File: src/rtl/uartlite_slave.sv
// AXI4-Lite UARTLite register model (RX 0x0, TX 0x4, STAT 0x8, CTRL 0xC) with byte-stream PHY side.
// Latency: B one cycle after the later of AW/W; R one cycle after AR; TX head is combinational to tx_out_data.
// Backpressure: one write and one read in flight; RX input cannot be stalled (drops set overrun).
// Optional interrupt logic is built when UARTLITE_SLAVE_IRQ_EN is defined.

module uartlite_fifo #(
  parameter int DEPTH = 16
) (
  input  logic       clk,
  input  logic       rstn,
  input  logic       clr,
  input  logic       push,
  input  logic       pop,
  input  logic [7:0] din,
  output logic [7:0] head,
  output logic       empty,
  output logic       full
);
  localparam int AW = $clog2(DEPTH);

  logic [7:0]    mem [DEPTH];
  logic [AW-1:0] wr_ptr, rd_ptr;
  logic [AW:0]   cnt;
  logic          do_push, do_pop;

  assign empty   = (cnt == '0);
  assign full    = (cnt == (AW+1)'(DEPTH));
  assign do_pop  = pop & ~empty;
  // A same-cycle pop frees the slot, so a full FIFO still accepts the push.
  assign do_push = push & (~full | do_pop);
  assign head    = mem[rd_ptr];

  always_ff @(posedge clk) begin
    if (do_push) mem[wr_ptr] <= din;
  end

  always_ff @(posedge clk or negedge rstn) begin
    if (!rstn) begin
      wr_ptr <= '0;
      rd_ptr <= '0;
      cnt    <= '0;
    end else if (clr) begin
      wr_ptr <= '0;
      rd_ptr <= '0;
      cnt    <= '0;
    end else begin
      if (do_push) wr_ptr <= wr_ptr + AW'(1);
      if (do_pop)  rd_ptr <= rd_ptr + AW'(1);
      if (do_push & ~do_pop)      cnt <= cnt + (AW+1)'(1);
      else if (do_pop & ~do_push) cnt <= cnt - (AW+1)'(1);
    end
  end
endmodule

module uartlite_slave #(
  parameter int FIFO_DEPTH = 16
) (
  input  logic        clk,
  input  logic        rstn,
  input  logic        axi_awvalid,
  output logic        axi_awready,
  input  logic [3:0]  axi_awaddr,
  input  logic [2:0]  axi_awprot,
  input  logic        axi_wvalid,
  output logic        axi_wready,
  input  logic [31:0] axi_wdata,
  input  logic [3:0]  axi_wstrb,
  output logic        axi_bvalid,
  input  logic        axi_bready,
  output logic [1:0]  axi_bresp,
  input  logic        axi_arvalid,
  output logic        axi_arready,
  input  logic [3:0]  axi_araddr,
  input  logic [2:0]  axi_arprot,
  output logic        axi_rvalid,
  input  logic        axi_rready,
  output logic [31:0] axi_rdata,
  output logic [1:0]  axi_rresp,
  output logic        tx_out_valid,
  input  logic        tx_out_ready,
  output logic [7:0]  tx_out_data,
  input  logic        rx_in_valid,
  input  logic [7:0]  rx_in_data,
  output logic        interrupt
);
  logic       run;
  logic       aw_lat, w_lat, w_strb_q;
  logic [1:0] aw_addr_q, wr_addr;
  logic [7:0] w_data_q, wr_data, tx_head, rx_head, stat, rd_byte;
  logic       wr_strb, aw_hs, w_hs, commit, ar_hs;
  logic       tx_push, tx_pop, tx_clr, tx_empty, tx_full;
  logic       rx_pop, rx_clr, rx_empty, rx_full;
  logic       ctrl_wr, stat_rd, ovr, ie;
  logic       unused_ok;

  assign unused_ok = ^{axi_awaddr[1:0], axi_araddr[1:0], axi_awprot, axi_arprot,
                       axi_wdata[31:8], axi_wstrb[3:1]};

  // Readies stay low until the first edge after reset release.
  assign axi_awready = run & ~aw_lat & ~axi_bvalid;
  assign axi_wready  = run & ~w_lat & ~axi_bvalid;
  assign axi_arready = run & ~axi_rvalid;
  assign axi_bresp   = 2'b00;
  assign axi_rresp   = 2'b00;

  assign aw_hs   = axi_awvalid & axi_awready;
  assign w_hs    = axi_wvalid & axi_wready;
  assign ar_hs   = axi_arvalid & axi_arready;
  assign wr_addr = aw_lat ? aw_addr_q : axi_awaddr[3:2];
  assign wr_data = w_lat ? w_data_q : axi_wdata[7:0];
  assign wr_strb = w_lat ? w_strb_q : axi_wstrb[0];
  assign commit  = (aw_lat | aw_hs) & (w_lat | w_hs);

  assign tx_push = commit & wr_strb & (wr_addr == 2'd1);
  assign ctrl_wr = commit & wr_strb & (wr_addr == 2'd3);
  assign tx_clr  = ctrl_wr & wr_data[0];
  assign rx_clr  = ctrl_wr & wr_data[1];
  assign tx_pop  = tx_out_valid & tx_out_ready;
  assign rx_pop  = ar_hs & (axi_araddr[3:2] == 2'd0);
  assign stat_rd = ar_hs & (axi_araddr[3:2] == 2'd2);

  assign tx_out_valid = ~tx_empty;
  assign tx_out_data  = tx_empty ? 8'd0 : tx_head;
  assign stat = {2'b00, ovr, ie, tx_full, tx_empty, rx_full, ~rx_empty};

  always_comb begin
    rd_byte = 8'd0;
    case (axi_araddr[3:2])
      2'd0:    rd_byte = rx_empty ? 8'd0 : rx_head;
      2'd2:    rd_byte = stat;
      default: rd_byte = 8'd0;
    endcase
  end

  uartlite_fifo #(.DEPTH(FIFO_DEPTH)) u_tx (
    .clk(clk), .rstn(rstn), .clr(tx_clr), .push(tx_push), .pop(tx_pop),
    .din(wr_data), .head(tx_head), .empty(tx_empty), .full(tx_full)
  );

  uartlite_fifo #(.DEPTH(FIFO_DEPTH)) u_rx (
    .clk(clk), .rstn(rstn), .clr(rx_clr), .push(rx_in_valid), .pop(rx_pop),
    .din(rx_in_data), .head(rx_head), .empty(rx_empty), .full(rx_full)
  );

  always_ff @(posedge clk or negedge rstn) begin
    if (!rstn) begin
      run        <= 1'b0;
      aw_lat     <= 1'b0;
      w_lat      <= 1'b0;
      aw_addr_q  <= 2'd0;
      w_data_q   <= 8'd0;
      w_strb_q   <= 1'b0;
      axi_bvalid <= 1'b0;
      axi_rvalid <= 1'b0;
      axi_rdata  <= 32'd0;
      ovr        <= 1'b0;
    end else begin
      run <= 1'b1;
      if (commit) begin
        aw_lat     <= 1'b0;
        w_lat      <= 1'b0;
        axi_bvalid <= 1'b1;
      end else begin
        if (aw_hs) begin
          aw_lat    <= 1'b1;
          aw_addr_q <= axi_awaddr[3:2];
        end
        if (w_hs) begin
          w_lat    <= 1'b1;
          w_data_q <= axi_wdata[7:0];
          w_strb_q <= axi_wstrb[0];
        end
        if (axi_bready) axi_bvalid <= 1'b0;
      end
      if (ar_hs) begin
        axi_rvalid <= 1'b1;
        axi_rdata  <= {24'd0, rd_byte};
      end else if (axi_rready) begin
        axi_rvalid <= 1'b0;
      end
      // A fresh drop outranks the clear from a concurrent STAT read.
      if (rx_in_valid & rx_full & ~rx_pop) ovr <= 1'b1;
      else if (stat_rd)                    ovr <= 1'b0;
    end
  end

`ifdef UARTLITE_SLAVE_IRQ_EN
  logic prev_rx_ne, prev_tx_empty;

  always_ff @(posedge clk or negedge rstn) begin
    if (!rstn) begin
      ie            <= 1'b0;
      prev_rx_ne    <= 1'b0;
      prev_tx_empty <= 1'b1;
      interrupt     <= 1'b0;
    end else begin
      if (ctrl_wr) ie <= wr_data[4];
      prev_rx_ne    <= ~rx_empty;
      prev_tx_empty <= tx_empty;
      interrupt     <= ie & ((~rx_empty & ~prev_rx_ne) | (tx_empty & ~prev_tx_empty));
    end
  end
`else
  assign ie        = 1'b0;
  assign interrupt = 1'b0;
`endif
endmodule

File: config.mk
export PLATFORM = sky130hd
export DESIGN_NAME = uartlite_slave
export DESIGN_NICKNAME = d
export VERILOG_FILES = /design/src/rtl/uartlite_slave.sv
export SDC_FILE = /design/constraint.sdc
export NUM_CORES = 1
export LEC_CHECK = 0
export ABC_CLOCK_PERIOD_IN_PS = 2800
export CAP_MARGIN = 10
export CORE_MARGIN = 2
export CORE_UTILIZATION = 40
export CTS_CLUSTER_DIAMETER = 30
export DETAILED_ROUTE_END_ITERATION = 8
export GPL_ROUTABILITY_DRIVEN = 0
export PLACE_DENSITY_LB_ADDON = 0.08
export REMOVE_ABC_BUFFERS = 1
export SLEW_MARGIN = 25
export SYNTH_ARGS = -nofsm -noshare
export SYNTH_HDL_FRONTEND = slang
export SYNTH_SLANG_ARGS = --single-unit
export TNS_END_PERCENT = 1
File: constraint.sdc
create_clock -name clk -period 2.8 [get_ports clk]
set_input_delay 0.28 -clock clk [delete_from_list [all_inputs] [get_ports clk]]
set_output_delay 0.28 -clock clk [all_outputs]
set_load 0.02 [all_outputs]
Word-level counts from Yosys, hierarchy flattened
Memory sizes are Yosys's and may differ from the RTL's.
Index checks and enable logic that the tools add are counted.
{ "word_totals": {"reg_bits": 51, "mem_bits_ro": 0, "input_bits": 67, "latch_bits": 0, "n_memories": 2, "word_cells": 126, "out_inout_bits": 51, "ram_bits": 256} }
{ "memory_table": {"columns": ["memory", "depth", "word_bits", "rd", "rd_clocked_by_memory_dff", "wr", "line", "source"], "rows": [
  ["u_rx.mem", 16, 8, 1, 0, 1, "21", "logic [7:0] mem [DEPTH];"],
  ["u_tx.mem", 16, 8, 1, 0, 1, "21", null]
]} }
{ "op_classes": {"muxes": 34, "n_eq_ne": 5, "n_addsub": 8, "n_shift": 0, "reduce_logical": 16, "multipliers": 0, "div_mod_pow": 0, "magnitude_cmp": 0, "bitwise_logic": 45} }
{ "ops": {"columns": ["op", "n"], "rows": [
  ["$mux W4", 8],
  ["$mux W5", 6],
  ["$and A1 B1 Y1", 27],
  ["$mux W8", 3],
  ["$reduce_bool A2 Y1", 9],
  ["$add A4 B1 Y4 const B", 4],
  ["$pmux W8 S2", 1],
  ["$mux W1", 15],
  ["$not A1 Y1", 14],
  ["$add A5 B1 Y5 const B", 2],
  ["$eq A5 B5 Y1 const B", 2],
  ["$logic_not A5 Y1", 2],
  ["$sub A5 B1 Y5 const B", 2],
  ["$reduce_bool A3 Y1", 2],
  ["$eq A2 B2 Y1 const B", 2],
  ["$or A1 B1 Y1", 4],
  ["$reduce_and A2 Y1", 2],
  ["$eq A2 B1 Y1 const B", 1],
  ["$logic_not A2 Y1", 1],
  ["$mux W2", 1]
]} }

Depth between registers and ports, before layout
Gate-level depths: netlist of run 1.
{ "logic_depth": {"ltp_word": 14, "depth_mapped": 11, "depth_no_buf": 9} }

Modules after synthesis
From an unflattened synthesis of run 1, not the netlist that was laid out.
{ "hier_totals": {"cells_unflattened": 812, "area_unflattened_um2": 13206.4} }
{ "by_module_without_submodules": {"columns": ["mod", "area_each_um2", "seq_area_each_um2", "instances", "cells_each"], "rows": [
  ["uartlite_fifo", 5836.8, 4169.0, 2, 335],
  ["uartlite_slave", 1532.7, 625.6, 1, 142]
]} }

Worst setup path after synthesis of run 1
No wires, ideal clock.
{ "synth_path": {"path_kind": "reg-to-reg", "from": "register u_tx.cnt[1]", "to": "register u_tx.cnt[4]", "setup_slack_ps": -69, "path_buffers": 1, "period_less_slack_ps": 2869, "arrival_ps": 2744, "stages_incl_launch_ff": 11, "setup_time_ps": 125, "t_required_ps": 2675, "path_cell_list": "dfrtp_1 nor4_2 mux2i_1 and3_1 buf_2 inv_1 fa_1 a21o_1 a21oi_1 mux2i_1 mux2_2"} }
{ "synth_via": {"elab_chain_len": 9, "elab_cells_between_ends": 18, "classes_between": "2 x add/sub; 1 x eq/ne; 3 x mux; 10 x bitwise; 2 x reduce/logical"} }
{ "synth_rtl": {"columns": ["item", "line", "source"], "rows": [
  ["start, declared", "23", "logic [AW:0] cnt;"],
  ["start signal, assigned", "49", "if (do_push & ~do_pop) cnt <= cnt + (AW+1)'(1);"],
  ["start signal, assigned", "50", "else if (do_pop & ~do_push) cnt <= cnt - (AW+1)'(1);"],
  ["$logic_not A5 Y1", "26", "assign empty = (cnt == '0);"],
  ["$not A1 Y1", "28, 122", null],
  ["$and A1 B1 Y1", "118", "assign tx_pop = tx_out_valid & tx_out_ready;"],
  ["$and A1 B1 Y1", "28", "assign do_pop = pop & ~empty;"],
  ["$or A1 B1 Y1", "30", "assign do_push = push & (~full | do_pop);"],
  ["$and A1 B1 Y1", "30", null],
  ["$and A1 B1 Y1 / $not A1 Y1 (equally long branches)", "49, 50", null],
  ["$mux W5 / $and A1 B1 Y1 (equally long branches)", "49, 50", null],
  ["$mux W5 / $reduce_bool A3 Y1 (equally long branches)", null, null]
]} }
Parallel ways exist; a longest one is shown, timed or not. The select of a mux whose other input is x is not followed.
A chain may end at the register's enable or synchronous reset.

Worst setup path after layout of run 1
{ "layout_path": {"from": "register u_tx.rd_ptr[0]", "to": "output tx_out_data[1]"} }
{ "layout_via": {"elab_chain_len": 2} }
{ "layout_rtl": {"columns": ["item", "line", "source"], "rows": [
  ["start, declared", "22", "logic [AW-1:0] wr_ptr, rd_ptr;"],
  ["start signal, assigned", "48", "if (do_pop) rd_ptr <= rd_ptr + AW'(1);"],
  ["$mem_v2 Z16 W8", null, null],
  ["$mux W8", "123", "assign tx_out_data = tx_empty ? 8'd0 : tx_head;"],
  ["end, declared", "81", "output logic [7:0] tx_out_data,"]
]} }
No other way between the ends.

==> flow_summary_export.csv, run 1 <==
group,metric,value,unit
timing,clock.fmax,352,MHz
clocking,tritoncts,"yes",
yosys,synth.most_common_cell,"edfxtp_1",
clocking,cts_root_buf,"clkbuf_16",
floorplanning,rows,66,
drt,routed-via-count,7115,
clocking,cts_buffers,73,
floorplanning,coreArea,32500,sq um
clocking,clkTransAtPathRegs,0.04,ns
clocking,cts_buffer_depth,3,
yosys,synthTopCellsByCount,"256 x edfxtp_1, 68 x mux4_2, 51 x dfrtp_1",
cells_and_area,n_antenna_cell,0,
global_routing,grt_pass1_wl,44.3,mm
worst_setup_path,required,2.52,ns
min_path,hold_path_class,"in2reg",
timing,slew_headroom,0.425,
timing,min_period_over_period,1.01,
floorplanning,ios,118,
worst_setup_path,cp_cell_sequence,"buf_12, buf_12, mux4_2, mux4_2, and2_4, buf_6",
cells_and_area,final_area,17200,sq um
drt,ant_nets,0,
clocking,cts.sinks,307,
drt,drt_iter0_drc,336,
global_routing,grt_util_all_layers,0.175,
drt,vias_per_cell,5.07,
yosys,synth_edf_count,256,
floorplanning,fp.dieH,185,microns
power,power.density,1150,nW/um^2
yosys,synth.largest_area_cell,"edfxtp_1",
yosys,synth-seq-area-share,0.683,
cells_and_area,fin_cells,1403,
yosys,synth_top_cell_area_share,0.585,
run_status,violations,"negative setup slack",
worst_setup_path,cp_max_fo,5,
worst_setup_path,critical_path.slowest_cell,"mux4_2",
drt,drt-wirelength-per-cell,20.4,microns
global_routing,antenna_found_initial,0,
floorplanning,start_util,0.405,
cells_and_area,drive_gt1_frac,0.325,
timing,drv_slew,0,
timing,hold_ws,0.309,ns
worst_setup_path,arrival,2.56,ns
job,drv_cap,0,
cells_and_area,syn2layout_area_growth,30.9,%
worst_setup_path,r2r-start,"u_tx.cnt[1]",
worst_setup_path,crit_type,"reg2out",
worst_setup_path,slowest_delay,0.52,ns
yosys,ys_seq_elements,307,
timing,timing.final.ws_setup,-0.0405,ns
clocking,insertion_delay,0.55,ns
yosys,yosysUniqueCellTypes,55,
run_status,outcome,"complete, but fails checks",
global_routing,grt_max_degree,52,
place,io_buffers,51,
cells_and_area,nFillCells,2612,
floorplanning,die_area,34300,sq um
yosys,syn_area,13100,sq um
place,place_ws,-0.0494,ns
worst_setup_path,startpoint,"u_tx.rd_ptr[0]",
timing,finalSetupViolations,6,
cells_and_area,final_nets,988,
min_path,min_from,"axi_rready",
clocking,h-tree-depth,3,
yosys,yosys-top-cells-area,"edfxtp_1 59%, mux4_2 12%, dfrtp_1 9.7%, mux2_2 2.0%, buf_4 1.9%",
place,dp.cells,1262,
timing,tns,-0.159,ns
timing,finClkSkew,0.0199,ns
yosys,syn_avg_cell_area,17.8,sq um
yosys,async_flop_share,0.166,
yosys,syn_inst,739,
timing,rsz0062_at_grt,"yes",
worst_setup_path,endpoint_kind,"output pin",
timing,hold_viol,0,
power,leakagePower,6.27,nW
global_routing,overflow,0,
place,dpl_cell_area,14500,sq um
drt,drc,0,
timing,fin_crit,2.84,ns
drt,first_pass_iters,7,
floorplanning,die_w,185,microns
worst_setup_path,worst_setup_path_start_kind,"register",
yosys,synth_ff_type,"edfxtp_1",
yosys,yosysWarnings,0,
place,dpl.hpwl,18.6,mm
drt,finalWirelength,28.7,mm
global_routing,first_global_vias,7679,
timing,tightest_slew,0.863,ns
power,ir_worst_vdd,0.573,mV
layout by cell type, fill, tap and decap left out, types with 18 or more instances in the layout:
| master | synthesis | layout |
|---|---|---|
| nand2_1 | 22 | 21 |
| conb_1 | 2 | 30 |
| a21oi_1 | 18 | 18 |
| dfrtp_1 | 51 | 48 |
| and2_1 | 27 | 22 |
| nor2_1 | 32 | 32 |
| clkbuf_16 | 0 | 77 |
| mux4_2 | 68 | 68 |
| edfxtp_1 | 256 | 256 |
| mux2_2 | 23 | 23 |
| buf_4 | 33 | 59 |
| clkdlybuf4s50_1 | 0 | 42 |
layout make-up:
| type | count | area, sq um | share of cell area |
|---|---|---|---|
| Sequential cell | 307 | 8970 | 0.522 |
| Multi-Input combinational cell | 380 | 3820 | 0.222 |
| Clock buffer | 87 | 1980 | 0.115 |
| Timing Repair Buffer | 125 | 1230 | 0.0713 |
| Clock inverter | 47 | 583 | 0.0339 |
| Tap cell | 442 | 553 | 0.0322 |
| Inverter | 15 | 56.3 | 0.00328 |
layer usage:
layer	track usage	share of wire
met5	0	0
met4	0.0651	0.023
met3	0.0378	0.041
met2	0.307	0.53
met1	0.211	0.41
path summary, 6_finish.rpt:
check | endpoint | slack (ns) | cells after the start
max in group asynchronous | u_tx.rd_ptr[0] | 1.87 | 3
min reg2reg | w_data_q[1] | 0.50 | 1
max reg2reg | u_tx.cnt[4] | 0.10 | 9
max | tx_out_data[1] | -0.04 | 6
min in group asynchronous | w_data_q[6] | 0.41 | 3
min | axi_rvalid | 0.31 | 2
registers in the layout, summed over array words and instances (netlist names):
| signal | count |
|---|---|
| axi_bvalid | 1 |
| u_rx.rd_ptr | 4 |
| u_rx.mem | 128 |
| axi_rdata | 8 |
| run | 1 |
| w_strb_q | 1 |
| u_tx.rd_ptr | 4 |
| w_lat | 1 |
| u_rx.cnt | 5 |
| ovr | 1 |
| u_tx.mem | 128 |
| u_tx.cnt | 5 |
| axi_rvalid | 1 |
| aw_lat | 1 |
| aw_addr_q | 2 |
| w_data_q | 8 |
| u_tx.wr_ptr | 4 |
| u_rx.wr_ptr | 4 |
logic make-up after synthesis:
group                      synth area share
muxes                                 0.162
buffers and inverters                0.0363
and+or+nand+nor                      0.0620
DFF                                   0.683
other                              0.000572
adders and majority gates            0.0192
AOI/OAI and AO/OA                    0.0282
xor gates and xnor gates            0.00934
critical path: cells and delay by family (launching register included):
family	cells	cell delay (ns)
multiplexers	2	1.01
buffers and inverters	3	0.41
flip-flops	1	0.41
AND/OR/NAND/NOR	1	0.18
stage by stage:
step	utilization	total power, mW
5_1_grt	0.530	20.7
3_3_place_gp	0.446	10.8
4_1_cts	0.529	20.0
3_5_place_dp	0.446	11.0
6_report	0.530	19.8
2_1_floorplan	-	9.12
report_power, final:
part	total (mW)	internal, mW	switching [mW]
Combinational	4.91	2.55	2.36
Clock	8.69	6.14	2.55
Sequential	6.20	5.70	0.499
repair_timing:
| item | 4_1_cts | 5_1_grt |
|---|---|---|
| hold endpoints to repair | 51 | 0 |
| resized for setup | 53 | 3 |
| cloned | 3 | 0 |
| setup endpoints to repair | 9 | 8 |
| buffers inserted | 3 | 0 |
| hold buffers | 1 | 0 |
Power figures use the tool's default switching activity.
==> run 2, diff against run 1 <==
--- a/config.mk
+++ b/config.mk
@@ -8,13 +8,13 @@
 export ABC_CLOCK_PERIOD_IN_PS = 2800
 export CAP_MARGIN = 10
 export CORE_MARGIN = 2
-export CORE_UTILIZATION = 40
+export CORE_UTILIZATION = 31
 export CTS_CLUSTER_DIAMETER = 30
 export DETAILED_ROUTE_END_ITERATION = 8
 export GPL_ROUTABILITY_DRIVEN = 0
 export PLACE_DENSITY_LB_ADDON = 0.08
 export REMOVE_ABC_BUFFERS = 1
-export SLEW_MARGIN = 25
+export SLEW_MARGIN = 20
 export SYNTH_ARGS = -nofsm -noshare
 export SYNTH_HDL_FRONTEND = slang
 export SYNTH_SLANG_ARGS = --single-unit
==> run 2 against run 1 <==
  * The flow still finishes with violations (negative setup slack)
  * Total power fell by 2.4%
  * Global-route usage is 3.1 points lower
  * Via count fell by 1.1%
  * Sequential power hardly changed
  * Critical path depth did not move
  * Hold slack improved by 0.0055 ns
  * Die area is 28% higher
  * Register-to-register slack about the same
  * Fmax increased by 0.24%
  * Clock power shrank 7.7%
  * Clock-buffer cell count shrank 4
  * First-iteration DRC count is 19% higher
==> flow_summary_export.csv, run 2 (synthesized netlist as in run 1, its figures left out) <==
group,metric,value,unit
run_status,outcome,"complete, but fails checks",
run_status,violations,"negative setup slack",
floorplanning,start_util,0.314,
cells_and_area,fin_cells,1499,
cells_and_area,syn2layout_area_growth,31.0,%
cells_and_area,n_antenna_cell,0,
worst_setup_path,endpoint_kind,"output pin",
global_routing,first_global_vias,7801,
timing,clock.fmax,353,MHz
power,leakagePower,6.20,nW
place,dpl.hpwl,20.3,mm
clocking,insertion_delay,0.57,ns
clocking,cts_root_buf,"clkbuf_16",
drt,vias_per_cell,4.69,
timing,finClkSkew,0.0247,ns
cells_and_area,final_cell_mix,"256 x edfxtp_1, 75 x clkbuf_16, 68 x mux4_2",
floorplanning,die_area,44000,sq um
cells_and_area,nFillCells,3780,
drt,first_pass_iters,4,
timing,rsz0062_at_grt,"yes",
place,dpl_cell_area,14700,sq um
drt,routed-via-count,7036,
global_routing,grt_max_degree,28,
worst_setup_path,cp_max_fo,8,
clocking,tritoncts,"yes",
drt,ant_nets,0,
timing,tightest_slew,0.872,ns
power,power.density,1120,nW/um^2
cells_and_area,drive_gt1_frac,0.327,
worst_setup_path,worst_setup_path_start_kind,"register",
floorplanning,fp.dieH,210,microns
floorplanning,rows,75,
floorplanning,coreArea,41900,sq um
cells_and_area,final_common_cell,"edfxtp_1",
drt,finalWirelength,30.6,mm
worst_setup_path,crit_type,"reg2out",
clocking,cts_buffer_depth,3,
global_routing,grt_util_all_layers,0.144,
power,p_total,19.3,mW
drt,drt-wirelength-per-cell,20.4,microns
power,ir_worst_vdd,0.533,mV
timing,slew_headroom,0.419,
timing,hold_viol,0,
floorplanning,ios,118,
cells_and_area,final_nets,992,
cells_and_area,final_area,17200,sq um
timing,drv_slew,0,
timing,fin_crit,2.83,ns
floorplanning,die_w,210,microns
place,io_buffers,51,
timing,finalSetupViolations,6,
drt,drt_iter0_drc,401,
global_routing,antenna_found_initial,0,
timing,timing.final.ws_setup,-0.0337,ns
global_routing,overflow,0,
cells_and_area,regArea,8970,sq um
job,drv_cap,0,
clocking,clkTransAtPathRegs,0.04,ns
timing,min_period_over_period,1.01,
cells_and_area,multi_input_area,3830,sq um
clocking,cts_buffers,73,
drt,drc,0,
cells_and_area,largestRegisters,"u_rx.mem x128, u_tx.mem x128",
clocking,h-tree-depth,3,
clocking,cts.sinks,307,
place,dp.cells,1365,
worst_setup_path,arrival,2.55,ns
worst_setup_path,required,2.52,ns
global_routing,grt_pass1_wl,46.8,mm
min_path,hold_path_class,"in2reg",
-- run 2: changes by cell type in the layout (fill, tap and decap cells not counted), sizes merged --
cell / before / now
clkinv: 22 / 26
clkbuf: 87 / 83
clkinvlp: 6 / 10
bufinv: 12 / 7
inv: 22 / 18
buf: 82 / 86
-- run 2: layout make-up --
class,count,share of cell area
multi-input combinational,380,0.223
tap,539,0.0392
timing repair buffer,129,0.0757
sequential,307,0.521
inverter,15,0.00327
clock inverter,46,0.0257
clock buffer,83,0.112
-- run 2: what timing repair did --
| action | CTS | global route |
|---|---|---|
| cloned | 2 | 0 |
| pin swaps | 0 | 0 |
| setup buffers | 4 | 0 |
| hold endpoints to repair | 25 | 0 |
| gates resized for setup | 45 | 15 |
| hold buffers | 1 | 0 |
| setup endpoints to repair | 8 | 9 |
-- run 2: critical path: stages (launching register included) --
cell and delay [ns]:
dfrtp_2 0.38, buf_6 0.11, buf_12 0.13, mux4_2 0.56, mux4_2 0.50, and2_4 0.18
buf_6 0.12
-- run 2: power by group --
part           switching [mW]  internal [mW]  total [mW]  leakage, nW
clock                    2.50           5.52        8.02         1.15
combinational            2.48           2.62        5.10         2.12
sequential              0.489           5.70        6.19         2.93
-- run 2: per-stage QoR --
stage                util  setup slack, ns  hold slack (ns)  setup TNS [ns]
finish              0.411          -0.0337            0.315          -0.124
global route        0.411           -0.107            0.298          -0.734
CTS                 0.411           -0.115            0.287          -0.785
detailed placement  0.351          -0.0721            0.385         -0.0721
global placement    0.351          -0.0567            0.367         -0.0567
floorplan               -           -0.240          -0.0156           -1.99
-- run 2: final timing paths --
path,startpoint,endpoint,slack (ns),depth (start not counted)
setup / recovery,u_tx.rd_ptr[0],tx_out_data[7],-0.03,6
hold / removal,axi_rready,axi_rvalid,0.31,2
setup reg to reg,u_tx.cnt[1],u_tx.cnt[4],0.11,9
hold reg to reg,w_data_q[0],w_data_q[0],0.50,1
max in group asynchronous,rstn,aw_lat,1.73,3
min in group asynchronous,rstn,u_rx.cnt[0],0.33,2
-- run 2: metal layers --
metal	wire, microns	global-route usage	vias to the layer above	share of wire
met2	16000	0.253	134	0.52
met4	920	0.0624	0	0.030
met1	12400	0.170	3628	0.41
met5	0	0	-	0
met3	1200	0.0325	60	0.039
li1	-	-	3214	-
==> run 3, diff against run 2 <==
--- a/config.mk
+++ b/config.mk
@@ -7,7 +7,7 @@
 export LEC_CHECK = 0
 export ABC_CLOCK_PERIOD_IN_PS = 2800
 export CAP_MARGIN = 10
-export CORE_MARGIN = 2
+export CORE_MARGIN = 1
 export CORE_UTILIZATION = 31
 export CTS_CLUSTER_DIAMETER = 30
 export DETAILED_ROUTE_END_ITERATION = 8
==> run 3 against run 2 <==
  * The flow still finishes with violations (negative setup slack)
  * First-iteration DRC count down 49%
  * Non-clock buffer count rose by 10
  * Sequential cell count unchanged
  * Worst setup slack got worse by 0.068 ns
  * Cell area is 1.5% higher
  * Clock power up 5.6%
  * Die area down 1.9%
  * Largest power group unchanged
==> flow_summary_export.csv, run 3 (synthesized netlist as in run 1, its figures left out) <==
group,metric,value,unit
timing,hold_ws,0.268,ns
global_routing,antenna_found_initial,0,
cells_and_area,final_nets,1003,
worst_setup_path,required,2.52,ns
power,ir_worst_vdd,0.802,mV
timing,fin_crit,2.90,ns
drt,routed-via-count,7072,
drt,drt_iter0_drc,205,
global_routing,grt_pass1_wl,46.5,mm
cells_and_area,n_antenna_cell,0,
drt,first_pass_iters,4,
timing,finClkSkew,0.0199,ns
drt,ant_nets,0,
global_routing,met1_usage,0.161,
worst_setup_path,endpoint_kind,"output pin",
timing,rsz0062_at_grt,"yes",
timing,drv_slew,0,
drt,drt-wirelength-per-cell,19.7,microns
cells_and_area,final_common_cell,"edfxtp_1",
clocking,cts.sinks,307,
place,dpl_cell_area,14700,sq um
timing,min_period_over_period,1.04,
job,drv_cap,0,
floorplanning,coreArea,41900,sq um
drt,finalWirelength,29.9,mm
floorplanning,die_area,43200,sq um
worst_setup_path,slowest_delay,0.53,ns
worst_setup_path,worst_setup_path_start_kind,"register",
place,io_buffers,51,
worst_setup_path,cp_max_fo,8,
timing,tightest_slew,0.865,ns
floorplanning,start_util,0.314,
clocking,cts_root_buf,"clkbuf_16",
cells_and_area,syn2layout_area_growth,32.9,%
cells_and_area,drive_gt1_frac,0.338,
floorplanning,rows,75,
place,dpl.hpwl,19.9,mm
global_routing,grtUsageMet3,0.0313,
timing,slew_headroom,0.423,
global_routing,grt_util_all_layers,0.144,
worst_setup_path,worst-path-buf-inv,3,
global_routing,grt_util_met2,0.261,
min_path,hold_path_class,"in2async",
worst_setup_path,arrival,2.62,ns
clocking,insertion_delay,0.57,ns
global_routing,first_global_vias,7913,
clocking,tritoncts,"yes",
global_routing,gr-max-usage-layer,"met2",
global_routing,grt_max_degree,44,
floorplanning,die_w,208,microns
worst_setup_path,cp_cell_sequence,"buf_12, buf_12, mux4_2, mux4_2, and2_4, buf_6",
timing,finalSetupViolations,9,
clocking,clkTransAtPathRegs,0.04,ns
worst_setup_path,critical_path.slowest_cell,"mux4_2",
drt,vias_per_cell,4.66,
power,leakagePower,6.31,nW
power,power.density,1130,nW/um^2
cells_and_area,largestRegisters,"u_rx.mem x128, u_tx.mem x128",
floorplanning,ios,118,
global_routing,overflow,0,
timing,hold_viol,0,
power,p_total,19.8,mW
run_status,outcome,"complete, but fails checks",
worst_setup_path,cp_top_family,"multiplexers",
run_status,violations,"negative setup slack",
drt,drc,0,
cells_and_area,final_cell_mix,"256 x edfxtp_1, 75 x clkbuf_16, 70 x buf_4",
clocking,h-tree-depth,3,
clocking,cts_buffers,74,
cells_and_area,final_area,17500,sq um
cells_and_area,final_core_util,0.417,
timing,clock.fmax,345,MHz
floorplanning,fp.dieH,208,microns
timing,timing.final.ws_setup,-0.102,ns
worst_setup_path,crit_type,"reg2out",
clocking,cts_buffer_depth,3,
==> run 3: timing repair <==
action                                  4_1_cts  5_1_grt
endpoints found under the hold margin        42        0
resized for setup                            47        7
pin swaps                                     0        2
gates cloned                                  1        0
hold buffers                                  1        0
setup buffers                                12        0
endpoints found under the setup margin        9       10
==> run 3: final timing paths <==
path | to | slack, ns | startpoint | depth (start not counted)
max | tx_out_data[1] | -0.10 | u_tx.rd_ptr[0] | 6
min | u_rx.rd_ptr[1] | 0.27 | rstn | 2
max reg2reg | u_tx.cnt[4] | -0.03 | u_tx.cnt[2] | 10
min reg2reg | axi_rdata[2] | 0.49 | axi_rdata[2] | 2
max in group asynchronous | u_rx.wr_ptr[1] | 1.98 | rstn | 3
min in group clk | axi_rvalid | 0.28 | axi_rready | 2
==> run 3: per-layer routing <==
metal | share of wire | routed length (microns)
met1 | 0.40 | 11800
met2 | 0.55 | 16400
met3 | 0.031 | 936
met4 | 0.023 | 673
met5 | 0 | 0
==> run 3: where the power goes <==
group | switching (mW) | total, mW | leakage (nW) | internal (mW)
registers | 0.525 | 6.22 | 2.94 | 5.70
clock network | 2.64 | 8.47 | 1.21 | 5.82
logic | 2.38 | 5.07 | 2.17 | 2.69
==> run 3: per-stage QoR <==
stage               worst slack (ns)  TNS (ns)  std cells
global route                  -0.199     -1.60       1517
global placement             -0.0689   -0.0689       1366
floorplan                     -0.240     -1.99        702
CTS                           -0.171     -1.27       1517
finish                        -0.102    -0.740       1517
detailed placement           -0.0944   -0.0944       1366
==> run 3: area by class of cell <==
| type | instances | area, sq um |
|---|---|---|
| Clock inverter | 56 | 617 |
| Tap cell | 539 | 674 |
| Clock buffer | 81 | 1900 |
| Inverter | 15 | 56.3 |
| Timing Repair Buffer | 139 | 1400 |
| Fill cell | 3764 | 24400 |
| Sequential cell | 307 | 8970 |
| Multi-Input combinational cell | 380 | 3850 |
==> RTL edit: new RTL, config.mk and constraints of run 2 <==
The option `UARTLITE_SLAVE_IRQ_EN` is turned on by a define.
--- a/src/rtl/uartlite_slave.sv
+++ b/src/rtl/uartlite_slave.sv
@@ -3,4 +3,6 @@
 // Backpressure: one write and one read in flight; RX input cannot be stalled (drops set overrun).
 // Optional interrupt logic is built when UARTLITE_SLAVE_IRQ_EN is defined.
+
+`define UARTLITE_SLAVE_IRQ_EN
 
 module uartlite_fifo #(
Behaviour: not the same (a bounded check fails within 4 cycles, from zero or initial values and one cycle with rstn low).
==> RTL edit against run 2 <==
The flow still finishes with violations (negative setup slack). Hold slack lost 0.063 ns. Setup slack lost 0.024 ns. Sequential power about the same. Design area rose by 1.8%. Area after synthesis grew 0.13%. Sequential cell count rose by 4. Maximum frequency down 0.85%. Count of clock-buffer cells in the layout is 5 higher. Global-route usage rose by 0.88 points. Total power up 3.0%. Clock power rose by 2%. Routed wire length rose by 6.7%. Register-to-register slack lost 0.03 ns. Largest cell class unchanged.
==> RTL edit: results (changes against run 2) <==
| Metric | Value |
|---|---|
| Status | `finished, violations left` |
| Violations in the final reports | `negative setup slack` |
| First-pass GRT wire length | `49500 um (+5.6%)` |
| Maximum fanout along the worst path | `6 (-2)` |
| Number of global-route vias before repair | `8006 (+2.6%)` |
| Post-route worst setup slack | `-0.0579 ns (-0.0242 ns)` |
| Half-perimeter wire length after placement | `20800 um (+2.2%)` |
| Final non-filler cell total | `1534 (+2.3%)` |
| Number of cells traversed by the worst register-to-register path | `10 (+1)` |
| CP arrival | `2.58 ns (+0.03 ns)` |
| Final net count | `1021 (+2.9%)` |
| Worst Setup EP | `tx_out_data[3]` |
| Setup violation total in the final timing report | `5 (-1)` |
| Buffers from clock root to sink, at most | `3 (unchanged)` |
| FFs w/ async S/R, synth | `0.177 (+0.0107)` |
| Tightest hold margin | `0.251 ns (-0.0634 ns)` |
| Distinct cell type count after synthesis | `57 (+3.6%)` |
| IR drop worst, VDD | `541 uV (+1.5%)` |
| Hold WC Path Type | `in -> async` |
| Initial detailed-routing violation count | `419 (+4.5%)` |
| Leading post-synthesis cells by cell area | `edfxtp_1 58%, mux4_2 13%, dfrtp_1 10%` |
| Met3 Resource Use GR | `0.0362 (+0.00373)` |
| Number of placed cells counting well taps | `1392 (+2.0%)` |
| Root buf cell | `clkbuf_16` |
| Number of setup buffers added after CTS | `2 (-2)` |
| Cells after Synth | `746 (+0.95%)` |
| Met1 GRT Util | `0.179 (+0.00969)` |
| Static power due to leakage | `6.35 nW (+2.3%)` |
| IO buf count | `52 (+2.0%)` |
| Top cell family by delay on the critical path | `multiplexers` |
| Detailed-route wire length per cell | `21.3 um (+4.2%)` |
| Maximum number of pins on one net before global-route repair | `37 (+32%)` |
| Antenna violations before repair | `0 (unchanged)` |
| Total Routing Usage GR | `0.153 (+0.00883)` |
| Synth-to-layout area growth | `33.1%` |
| Number of buffers inserted during clock tree synthesis | `74 (+1.4%)` |
| Top cells by instance count after synthesis | `256 x edfxtp_1, 73 x mux4_2, 54 x dfrtp_1` |
| Sequential-to-total area share from yosys stat | `0.689 (+0.00680)` |
| Pre-antenna DRT Iters | `5 (+1)` |
| Maximum single-stage delay on the critical path | `0.51 ns (-0.05 ns)` |
| Setup slack of the worst register-to-register path | `0.08 ns (-0.03 ns)` |
| Largest clock skew in the final design | `0.0157 ns (-0.00897 ns)` |
| Slew at the pin closest to its max-slew limit | `0.617 ns (-0.255 ns)` |
| Capture point of the worst reg-to-reg path | `u_rx.cnt[4]` |
| Via count | `7377 (+4.8%)` |
| Cts repair resizes | `54 (+20%)` |
| Reg-to-reg startpoint | `u_rx.cnt[1]` |
| Proportion of layout cells with a drive suffix above 1 | `0.334 (+0.00659)` |
| Met2 capacity usage during global routing | `0.274 (+0.0215)` |
## RTL edit: changes by cell type in the layout (fill, tap and decap cells not counted), moves of 6 or more
| cell | run 2 | this run |
|---|---|---|
| buf_4 | 60 | 78 |
| and2_1 | 20 | 11 |
| clkinv_1 | 6 | 15 |
| mux2i_1 | 15 | 6 |
| nand2_1 | 21 | 30 |
| nor4_2 | 0 | 8 |
| buf_12 | 16 | 10 |
| inv_1 | 15 | 21 |
## RTL edit: cell families after synthesis
| kind of cell | Yosys count | synth area share |
|---|---|---|
| flops | 311 | 0.689 |
| simple gates | 153 | 0.0610 |
| mux | 105 | 0.158 |
| buf+inv | 83 | 0.0344 |
| compound gates | 60 | 0.0292 |
| fa+ha+maj | 19 | 0.0192 |
| xor+xnor | 13 | 0.00866 |
| other cells | 2 | 0.000571 |
## RTL edit: through the flow
stage	total power [mW]	setup TNS (ns)	setup slack [ns]	area [um^2]
final	19.9	-0.190	-0.0579	17500
after global routing	20.9	-0.966	-0.161	17500
after CTS	20.2	-0.567	-0.118	17500
after detailed placement	11.6	-0.332	-0.171	14900
after global placement	11.4	-0.182	-0.123	14900
after floorplan	9.34	-2.36	-0.240	12900
## RTL edit: power breakdown
part	switching [mW]	internal (mW)
Clock	2.52	5.65
Sequential	0.415	5.79
Combinational	2.74	2.78
Total	5.67	14.2
## RTL edit: final cells by class
type	instances	area (um^2)
timing repair buffer	146	1410
clock inverter	48	435
tap	539	674
inverter	23	86.3
sequential	311	9070
multi-input combinational	379	3840
clock buffer	88	1990
fill	3723	24400
## RTL edit: per-layer routing
layer	routed length (um)	vias up
met5	0	-
met4	793	0
met3	1220	58
met2	17300	172
met1	13300	3852
li1	-	3295
